<file path="config.mk">
export PLATFORM = sky130hd
export DESIGN_NAME = trigger_scheduler_flat
export DESIGN_NICKNAME = d
export VERILOG_FILES = /design/src/rtl/trigger_scheduler_pkg.sv /design/src/rtl/trigger_scheduler_if.sv /design/src/rtl/trigger_scheduler_fifo.sv /design/src/rtl/trigger_scheduler.sv /design/src/flat_wrapper.sv
export SDC_FILE = /design/constraint.sdc
export NUM_CORES = 1
export LEC_CHECK = 0
export ABC_CLOCK_PERIOD_IN_PS = 2530
export BUFFER_PORTS_ARGS = -buffer_cell sky130_fd_sc_hd__buf_2
export CORE_MARGIN = 1.5
export CORE_UTILIZATION = 40
export CTS_CLUSTER_SIZE = 14
export DETAILED_ROUTE_END_ITERATION = 16
export PLACE_DENSITY = 0.65
export SLEW_MARGIN = 20
export SYNTH_ARGS = -nofsm -noshare
export SYNTH_HDL_FRONTEND = slang
export SYNTH_SLANG_ARGS = --single-unit
</file>
<file path="constraint.sdc">
create_clock -name clk -period 2.53 [get_ports clk]
set_input_delay 0.253 -clock clk [delete_from_list [all_inputs] [get_ports clk]]
set_output_delay 0.253 -clock clk [all_outputs]
set_load 0.03 [all_outputs]
</file>
<file path="src/rtl/trigger_scheduler_pkg.sv">
// Shared types for the trigger scheduler: fill-type encoding, FSM states, defaults.
// Latency: n/a (types and constants only).
// Backpressure: n/a.
package trigger_scheduler_pkg;

  // 2-bit fill type carried with every trigger
  typedef logic [1:0] fill_t;

  localparam fill_t FILL_TYPE_0 = 2'd0;
  localparam fill_t FILL_TYPE_1 = 2'd1;
  localparam fill_t FILL_TYPE_2 = 2'd2;
  localparam fill_t FILL_TYPE_3 = 2'd3;

  typedef enum logic [1:0] {
    ST_IDLE      = 2'd0,
    ST_ISSUE     = 2'd1,
    ST_WAIT_DONE = 2'd2,
    ST_HOLDOFF   = 2'd3
  } state_t;

  localparam int DEFAULT_CNT_W = 16;

endpackage

</file>
<file path="src/rtl/trigger_scheduler_if.sv">
// Trigger bus: raw trigger pulses in, issued triggers out to the trigger manager.
// Latency: n/a (wiring only).
// Backpressure: none on ext_trig (overflow is dropped); tm_done closes each issued fill.
// Ports: ext_trig/ext_fill_type (trigger source), tm_trigger/tm_fill_type/tm_done
// (trigger manager). master = scheduler side, slave = source/manager side.
interface trigger_scheduler_if;
  logic                        ext_trig;
  trigger_scheduler_pkg::fill_t ext_fill_type;
  logic                        tm_trigger;
  trigger_scheduler_pkg::fill_t tm_fill_type;
  logic                        tm_done;

  modport master (
    input  ext_trig, ext_fill_type, tm_done,
    output tm_trigger, tm_fill_type
  );

  modport slave (
    output ext_trig, ext_fill_type, tm_done,
    input  tm_trigger, tm_fill_type
  );
endinterface

</file>
<file path="src/rtl/trigger_scheduler_fifo.sv">
// trig_fill_fifo: DEPTH-entry synchronous FIFO of fill types with registered occupancy.
// Latency: push visible in count/head the cycle after; head is read combinationally.
// Backpressure: push while full and pop while empty are ignored; caller checks count.
// Ports: clk, reset_n, push/push_dat, pop, head_dat, count.
module trig_fill_fifo
  import trigger_scheduler_pkg::*;
#(
  parameter int DEPTH = 4
) (
  input  logic                     clk,
  input  logic                     reset_n,
  input  logic                     push,
  input  fill_t                    push_dat,
  input  logic                     pop,
  output fill_t                    head_dat,
  output logic [$clog2(DEPTH):0]   count
);
  localparam int AW = $clog2(DEPTH);

  fill_t          mem_q [DEPTH];
  fill_t          mem_d [DEPTH];
  logic [AW-1:0]  wr_ptr_q, wr_ptr_d;
  logic [AW-1:0]  rd_ptr_q, rd_ptr_d;
  logic [AW:0]    count_q, count_d;
  logic           push_ok, pop_ok;

  always_comb begin
    push_ok  = push && (count_q != (AW+1)'(DEPTH));
    pop_ok   = pop && (count_q != '0);
    mem_d    = mem_q;
    wr_ptr_d = wr_ptr_q;
    rd_ptr_d = rd_ptr_q;
    if (push_ok) begin
      mem_d[wr_ptr_q] = push_dat;
      wr_ptr_d        = wr_ptr_q + AW'(1);
    end
    if (pop_ok) begin
      rd_ptr_d = rd_ptr_q + AW'(1);
    end
    // DEPTH is a power of two, so pointers wrap naturally
    count_d = count_q + (AW+1)'(push_ok) - (AW+1)'(pop_ok);
  end

  always_ff @(posedge clk or negedge reset_n) begin
    if (!reset_n) begin
      mem_q    <= '{default: '0};
      wr_ptr_q <= '0;
      rd_ptr_q <= '0;
      count_q  <= '0;
    end else begin
      mem_q    <= mem_d;
      wr_ptr_q <= wr_ptr_d;
      rd_ptr_q <= rd_ptr_d;
      count_q  <= count_d;
    end
  end

  assign head_dat = mem_q[rd_ptr_q];
  assign count    = count_q;

endmodule

</file>
<file path="src/rtl/trigger_scheduler.sv">
// Trigger scheduler: queues tagged trigger pulses and issues them one at a time to the
// trigger manager, waiting for tm_done and a programmable holdoff between issues.
// Latency: ext_trig in cycle N (idle, empty, enabled) -> tm_trigger in cycle N+2.
// Backpressure: none upstream; triggers arriving with the queue full are dropped and counted.
// Ports: clk, reset_n, enable, holdoff_cycles, clear_stats, bus (trigger_scheduler_if.master),
// busy, pending_count, drop_count, timeout_err.
// Optional: define TRIG_TIMEOUT_EN to add a WAIT_DONE watchdog of TIMEOUT_CYC cycles.
module trigger_scheduler
  import trigger_scheduler_pkg::*;
#(
  parameter int DEPTH       = 4,
  parameter int CNT_W       = DEFAULT_CNT_W,
  parameter int TIMEOUT_CYC = 1000000
) (
  input  logic                       clk,
  input  logic                       reset_n,
  input  logic                       enable,
  input  logic [15:0]                holdoff_cycles,
  input  logic                       clear_stats,
  trigger_scheduler_if.master        bus,
  output logic                       busy,
  output logic [$clog2(DEPTH):0]     pending_count,
  output logic [CNT_W-1:0]           drop_count,
  output logic                       timeout_err
);
  localparam int AW = $clog2(DEPTH);

  if (DEPTH < 2 || DEPTH > 16 || (DEPTH & (DEPTH - 1)) != 0 || TIMEOUT_CYC < 1) begin : g_bad_param
    $error("trigger_scheduler: bad DEPTH or TIMEOUT_CYC");
  end

  state_t            state_q, state_d;
  fill_t             fill_q, fill_d;
  logic [15:0]       hold_q, hold_d;
  logic              busy_q, busy_d;
  logic [CNT_W-1:0]  drop_q, drop_d;

  logic              push_req, fifo_full, fifo_push, fifo_pop, drop;
  fill_t             head;
  logic [AW:0]       count;
  logic              wd_expire;

  trig_fill_fifo #(.DEPTH(DEPTH)) u_fifo (
    .clk      (clk),
    .reset_n  (reset_n),
    .push     (fifo_push),
    .push_dat (bus.ext_fill_type),
    .pop      (fifo_pop),
    .head_dat (head),
    .count    (count)
  );

  // Full is taken from the registered count, so a same-cycle pop never rescues a push.
  assign push_req  = bus.ext_trig && enable;
  assign fifo_full = (count == (AW+1)'(DEPTH));
  assign fifo_push = push_req && !fifo_full;
  assign drop      = push_req && fifo_full;

  always_comb begin
    state_d  = state_q;
    fill_d   = fill_q;
    hold_d   = hold_q;
    fifo_pop = 1'b0;
    unique case (state_q)
      ST_IDLE: begin
        if (enable && (count != '0)) begin
          state_d = ST_ISSUE;
          // Head is stable until the ISSUE pop, so capture it now to have
          // tm_fill_type valid alongside the tm_trigger pulse.
          fill_d  = head;
        end
      end
      ST_ISSUE: begin
        fifo_pop = 1'b1;
        state_d  = ST_WAIT_DONE;
      end
      ST_WAIT_DONE: begin
        if (bus.tm_done || wd_expire) begin
          if (holdoff_cycles == 16'd0) begin
            state_d = ST_IDLE;
          end else begin
            state_d = ST_HOLDOFF;
            hold_d  = holdoff_cycles;
          end
        end
      end
      ST_HOLDOFF: begin
        if (hold_q <= 16'd1) begin
          state_d = ST_IDLE;
        end else begin
          hold_d = hold_q - 16'd1;
        end
      end
      default: state_d = ST_IDLE;
    endcase
    busy_d = (state_d != ST_IDLE);

    if (clear_stats) begin
      drop_d = '0;
    end else if (drop && (drop_q != '1)) begin
      drop_d = drop_q + CNT_W'(1);
    end else begin
      drop_d = drop_q;
    end
  end

  always_ff @(posedge clk or negedge reset_n) begin
    if (!reset_n) begin
      state_q <= ST_IDLE;
      fill_q  <= '0;
      hold_q  <= '0;
      busy_q  <= 1'b0;
      drop_q  <= '0;
    end else begin
      state_q <= state_d;
      fill_q  <= fill_d;
      hold_q  <= hold_d;
      busy_q  <= busy_d;
      drop_q  <= drop_d;
    end
  end

`ifdef TRIG_TIMEOUT_EN
  localparam int WD_W = $clog2(TIMEOUT_CYC + 1);

  logic [WD_W-1:0] wd_q, wd_d;
  logic            to_err_q, to_err_d;

  // wd_q holds (cycles already spent in WAIT_DONE); expiry fires in the
  // TIMEOUT_CYC-th cycle unless tm_done arrives in that same cycle.
  assign wd_expire = (state_q == ST_WAIT_DONE) && !bus.tm_done &&
                     (wd_q == WD_W'(TIMEOUT_CYC - 1));

  always_comb begin
    wd_d = '0;
    if ((state_q == ST_WAIT_DONE) && (state_d == ST_WAIT_DONE)) begin
      wd_d = wd_q + WD_W'(1);
    end
    if (clear_stats) begin
      to_err_d = 1'b0;
    end else begin
      to_err_d = to_err_q || wd_expire;
    end
  end

  always_ff @(posedge clk or negedge reset_n) begin
    if (!reset_n) begin
      wd_q     <= '0;
      to_err_q <= 1'b0;
    end else begin
      wd_q     <= wd_d;
      to_err_q <= to_err_d;
    end
  end

  assign timeout_err = to_err_q;
`else
  assign wd_expire   = 1'b0;
  assign timeout_err = 1'b0;
`endif

  assign bus.tm_trigger   = (state_q == ST_ISSUE);
  assign bus.tm_fill_type = fill_q;
  assign busy             = busy_q;
  assign pending_count    = count;
  assign drop_count       = drop_q;

endmodule

</file>
<file path="src/flat_wrapper.sv">
// flat-port wrapper written by rule: the top's interface ports become plain ports
module trigger_scheduler_flat import trigger_scheduler_pkg::*;
#(
  parameter int DEPTH       = 4,
  parameter int CNT_W       = DEFAULT_CNT_W,
  parameter int TIMEOUT_CYC = 1000000
)
  (clk, reset_n, enable, holdoff_cycles, clear_stats, busy, pending_count, drop_count, timeout_err, bus_ext_trig, bus_ext_fill_type, bus_tm_done, bus_tm_trigger, bus_tm_fill_type);
  trigger_scheduler_if bus_i ();
  input  logic clk;
  input  logic reset_n;
  input  logic enable;
  input  logic [15:0] holdoff_cycles;
  input  logic clear_stats;
  output logic busy;
  output logic [$clog2(DEPTH):0] pending_count;
  output logic [CNT_W-1:0] drop_count;
  output logic timeout_err;
  input wire logic [$bits(bus_i.ext_trig)-1:0] bus_ext_trig;
  input wire logic [$bits(bus_i.ext_fill_type)-1:0] bus_ext_fill_type;
  input wire logic [$bits(bus_i.tm_done)-1:0] bus_tm_done;
  output wire logic [$bits(bus_i.tm_trigger)-1:0] bus_tm_trigger;
  output wire logic [$bits(bus_i.tm_fill_type)-1:0] bus_tm_fill_type;
  assign bus_i.ext_trig = bus_ext_trig;
  assign bus_i.ext_fill_type = bus_ext_fill_type;
  assign bus_i.tm_done = bus_tm_done;
  assign bus_tm_trigger = bus_i.tm_trigger;
  assign bus_tm_fill_type = bus_i.tm_fill_type;
  trigger_scheduler #(.DEPTH(DEPTH), .CNT_W(CNT_W), .TIMEOUT_CYC(TIMEOUT_CYC)) u_core (.clk(clk), .reset_n(reset_n), .enable(enable), .holdoff_cycles(holdoff_cycles), .clear_stats(clear_stats), .bus(bus_i), .busy(busy), .pending_count(pending_count), .drop_count(drop_count), .timeout_err(timeout_err));
endmodule
</file>
==> run summary <==
The run finished, with violations left. The final reports fail on hold timing. The final-stage net count was 376; the number of remaining DRC errors was 0.

For this block, the routed nets add up to 6.58 mm of wire. STA puts the critical path data required time at 2.73 ns. The logs give 0.292 mV for the worst-case vdd ir drop and 61 for the count of different cell masters after synthesis. TritonCTS built the clock tree. At the later pin of the worst-skew pair, clock insertion delay measures 0.31 ns. The cell taking the most area after synthesis is sky130_fd_sc_hd__dfrtp_1.

Entering global routing, the biggest net connects 32 pins. The count of pins on the block boundary is 48. The detail route stage leaves a number of antenna-violating nets equal to 0. The initial antenna violation count is 0, and the clock period minus worst slack is 2.24 ns. The highest achievable clock rate came out at 0.446 GHz. Summing over every cut layer, the via total after detailed routing is 2,437. The async set or reset register ratio after synthesis was 1.00; the global placer's final weighted congestion was 0.887. The fraction of the mapped netlist area in simple logic gates was 0.216; the number of clock sinks seen by CTS was 52. The filler cells instantiated in the layout total 710. The startpoint identified for the worst register-to-register timing path is u_core.u_fifo.count[1]. The synthesized flop and latch total came out at 52.

The tools report the critical path startpoint as u_core.u_fifo.count[1]. The worst setup path is launched from a flop. The core region is 7210 um2.

The tightest slew margin relative to the limit was 0.525. The chip height is 89.3 um, and the number of hold violations in the final report is 19. After synthesis, the cell types taking the most area are sky130_fd_sc_hd__dfrtp_1 44%, sky130_fd_sc_hd__mux2_2 4.2%, sky130_fd_sc_hd__xnor2_1 4.1%.

The number of global-route vias before repair came out at 2,254. In this run the static leakage power is 1.46 nW. Setup total negative slack on the finished layout was measured at 0 ns. Buffer type at the clock tree root: sky130_fd_sc_hd__clkbuf_8.

Compound-gate portion of the synthesized area: 0.148. The worst path arrival time was 2.44 ns; the mean routed wirelength per cell was 14.9 um. For this run, the leading register cell type out of synthesis is sky130_fd_sc_hd__dfrtp_1.

Measured along the x axis, the die boundary spans 89.3 um. Via density per instance: 5.51. The run gives 0.178 as the total routing resource utilization after global routing. The kind of critical path is flop to flop. By area, the combinational part of the netlist is dominated by simple AND/OR/NAND/NOR gates.

The power density of the placed cells was 800 nW/um2. The first detailed-routing pass took 6 iterations. The run gives 0 as the leftover overflow at the end of global routing. The H-tree generated during clock tree synthesis spans 2 levels. The setup violation total in the final timing report was 0; the number of inserted diodes was 0.

The clock arrives with 0.00908 ns of skew. In this run, the number of DRC markers left after iteration 0 of detailed routing was 133. The clock transition at the registers of the reported paths was 0.09 ns; the area of the die was 7970 um2. Compared with the post-synthesis result, the final layout area differs by 15.8%.

The wire-length estimate of the detail-placed layout is 5.02 mm. In this run the worst hold path is classified as input port to asynchronous set/reset pin. The starting density of the core came out at 0.413.

Clock tree synthesis inserted a total of 5 buffers. The tools report the critical path capture point type as a flop. The count of max-cap constraint violations is 0. The slew at the pin closest to its max-slew limit was 0.712 ns.

The final critical-path share of the clock period came out at 0.886. In the post-synthesis netlist, the cell with the most instances is sky130_fd_sc_hd__dfrtp_1. Post-CTS timing repair inserted 0 buffers for setup. The count of cells resized by post-cts repair is 0, and the placement-stage worst setup slack is 0.145 ns.

In this run, synthesis inferred 0 flip-flops with an integrated enable. Portion of synthesized cell area occupied by the leading cell type: 0.437. The initialized floorplan defines 31 standard-cell rows. The post-synthesis adder-cell area fraction is 0.0445, and the xor/xnor share of the synthesized area is 0.0500. Port buffering added 46 buffers. The first global-routing pass estimated 10.8 mm of wire. For the final design utilization, the log shows 0.478.

The number of cells produced by synthesis came out at 295. The commonest cells after synthesis are 52 x sky130_fd_sc_hd__dfrtp_1, 25 x sky130_fd_sc_hd__nor2_1, 21 x sky130_fd_sc_hd__nand2_1. The mean post-synth cell area was 10.1 um2. Across all setup checks in the final design, the least slack found is 0.289 ns.

The cell area after technology mapping is 2980 um2. Share of the yosys chip area belonging to registers: 0.437. The net count after synthesis was 329; the number of pins with negative max-slew slack in the final report was 0. Of all nets on the critical path, the largest fanout is 8. The tools report the hold buffer count at cts as 0. Setup repair after global routing left no endpoint under its margin.

The Yosys step of the flow raised 0 warnings. The proportion of synthesized area in mux cells was 0.0634; the number of buffers between clock root and the deepest sink was 2. The proportion of layout cells with a drive suffix above 1 works out to 0.271. The run gives -0.00546 ns as the worst hold margin.
-- worst paths after layout --
check                                               to  slack, ns  cells after the start
worst max-delay path            u_core.u_fifo.count[2]       0.29                      9
worst min-delay path                  u_core.hold_q[4]     -0.005                      1
worst max register to register  u_core.u_fifo.count[2]       0.29                      9
worst min register to register       u_core.hold_q[15]       0.51                      2
max in group asynchronous            u_core.state_q[0]       1.90                      2
min in group clk                      u_core.hold_q[0]       0.21                      2
-- layout make-up --
cell class / instances / area [um2] / share of cell area
Clock buffer: 6 / 72.6 / 0.0211
Clock inverter: 2 / 35.0 / 0.0102
Inverter: 13 / 48.8 / 0.0142
Multi-Input combinational cell: 214 / 1560 / 0.453
Sequential cell: 52 / 1300 / 0.377
Tap cell: 99 / 124 / 0.0359
Timing Repair Buffer: 56 / 305 / 0.0886
-- layer usage --
| layer | track usage | up-vias | share of wire |
|---|---|---|---|
| li1 | - | 1179 | - |
| met2 | 0.290 | 63 | 0.48 |
| met3 | 0.0332 | 6 | 0.053 |
| met5 | 0 | - | 0 |
| met1 | 0.244 | 1189 | 0.46 |
| met4 | 0.0503 | 0 | 0.012 |
-- logic make-up after synthesis --
group | count (synthesis)
and+or+nand+nor | 112
AOI/OAI and AO/OA | 59
DFF | 52
buffers and inverters | 29
xor gates and xnor gates | 17
muxes | 15
adders and majority gates | 10
other | 1
-- power breakdown --
| group | total (mW) | internal (mW) | switching, mW | leakage (nW) |
|---|---|---|---|---|
| Combinational | 0.878 | 0.431 | 0.447 | 0.768 |
| Sequential | 1.32 | 1.06 | 0.259 | 0.640 |
| Clock | 0.562 | 0.294 | 0.268 | 0.0552 |
| Total | 2.76 | 1.78 | 0.974 | 1.46 |
-- per-stage QoR --
| stage | power (mW) | area, um2 | std cells | hold WS [ns] |
|---|---|---|---|---|
| after CTS | 2.79 | 3440 | 442 | 0.0143 |
| after global placement | 2.17 | 3340 | 434 | 0.357 |
| final | 2.76 | 3450 | 442 | -0.00546 |
| after global routing | 2.96 | 3450 | 442 | 0.0361 |
| after detailed placement | 2.21 | 3340 | 434 | 0.359 |
| after floorplan | 1.95 | 2980 | 295 | -0.0426 |
-- registers in the layout, indices dropped and copies added (netlist names) --
signal	cells
u_core.u_fifo.count	3
u_core.u_fifo.mem_q	8
u_core.u_fifo.rd_ptr_q	2
u_core.bus.tm_fill_type	2
u_core.drop_count	16
u_core.u_fifo.wr_ptr_q	2
u_core.busy	1
u_core.hold_q	16
u_core.state_q	2
-- critical path, stage by stage (launching register included) --
cell,delay (ns)
sky130_fd_sc_hd__dfrtp_1,0.46
sky130_fd_sc_hd__or3b_4,0.42
sky130_fd_sc_hd__nor2b_2,0.22
sky130_fd_sc_hd__inv_1,0.07
sky130_fd_sc_hd__ha_1,0.22
sky130_fd_sc_hd__inv_1,0.05
sky130_fd_sc_hd__ha_1,0.13
sky130_fd_sc_hd__inv_1,0.05
sky130_fd_sc_hd__fa_1,0.37
sky130_fd_sc_hd__xnor2_1,0.14
-- layout by cell type (no fill, tap or decap), types with 5 or more instances in the layout --
| master | Yosys | routed |
|---|---|---|
| sky130_fd_sc_hd__a21oi_1 | 11 | 11 |
| sky130_fd_sc_hd__a31oi_1 | 5 | 5 |
| sky130_fd_sc_hd__and2_1 | 6 | 6 |
| sky130_fd_sc_hd__buf_2 | 2 | 46 |
| sky130_fd_sc_hd__buf_4 | 2 | 10 |
| sky130_fd_sc_hd__clkbuf_8 | 0 | 5 |
| sky130_fd_sc_hd__dfrtp_1 | 52 | 52 |
| sky130_fd_sc_hd__ha_1 | 9 | 9 |
| sky130_fd_sc_hd__inv_1 | 13 | 13 |
| sky130_fd_sc_hd__mux2_2 | 11 | 11 |
| sky130_fd_sc_hd__nand2_1 | 21 | 21 |
| sky130_fd_sc_hd__nand3_1 | 12 | 12 |
| sky130_fd_sc_hd__nor2_1 | 25 | 25 |
| sky130_fd_sc_hd__nor3_1 | 7 | 7 |
| sky130_fd_sc_hd__nor4_1 | 9 | 9 |
| sky130_fd_sc_hd__o21ai_0 | 7 | 7 |
| sky130_fd_sc_hd__o221a_2 | 5 | 5 |
| sky130_fd_sc_hd__xnor2_1 | 14 | 14 |
Note: power is estimated with default switching activity, not from simulation.
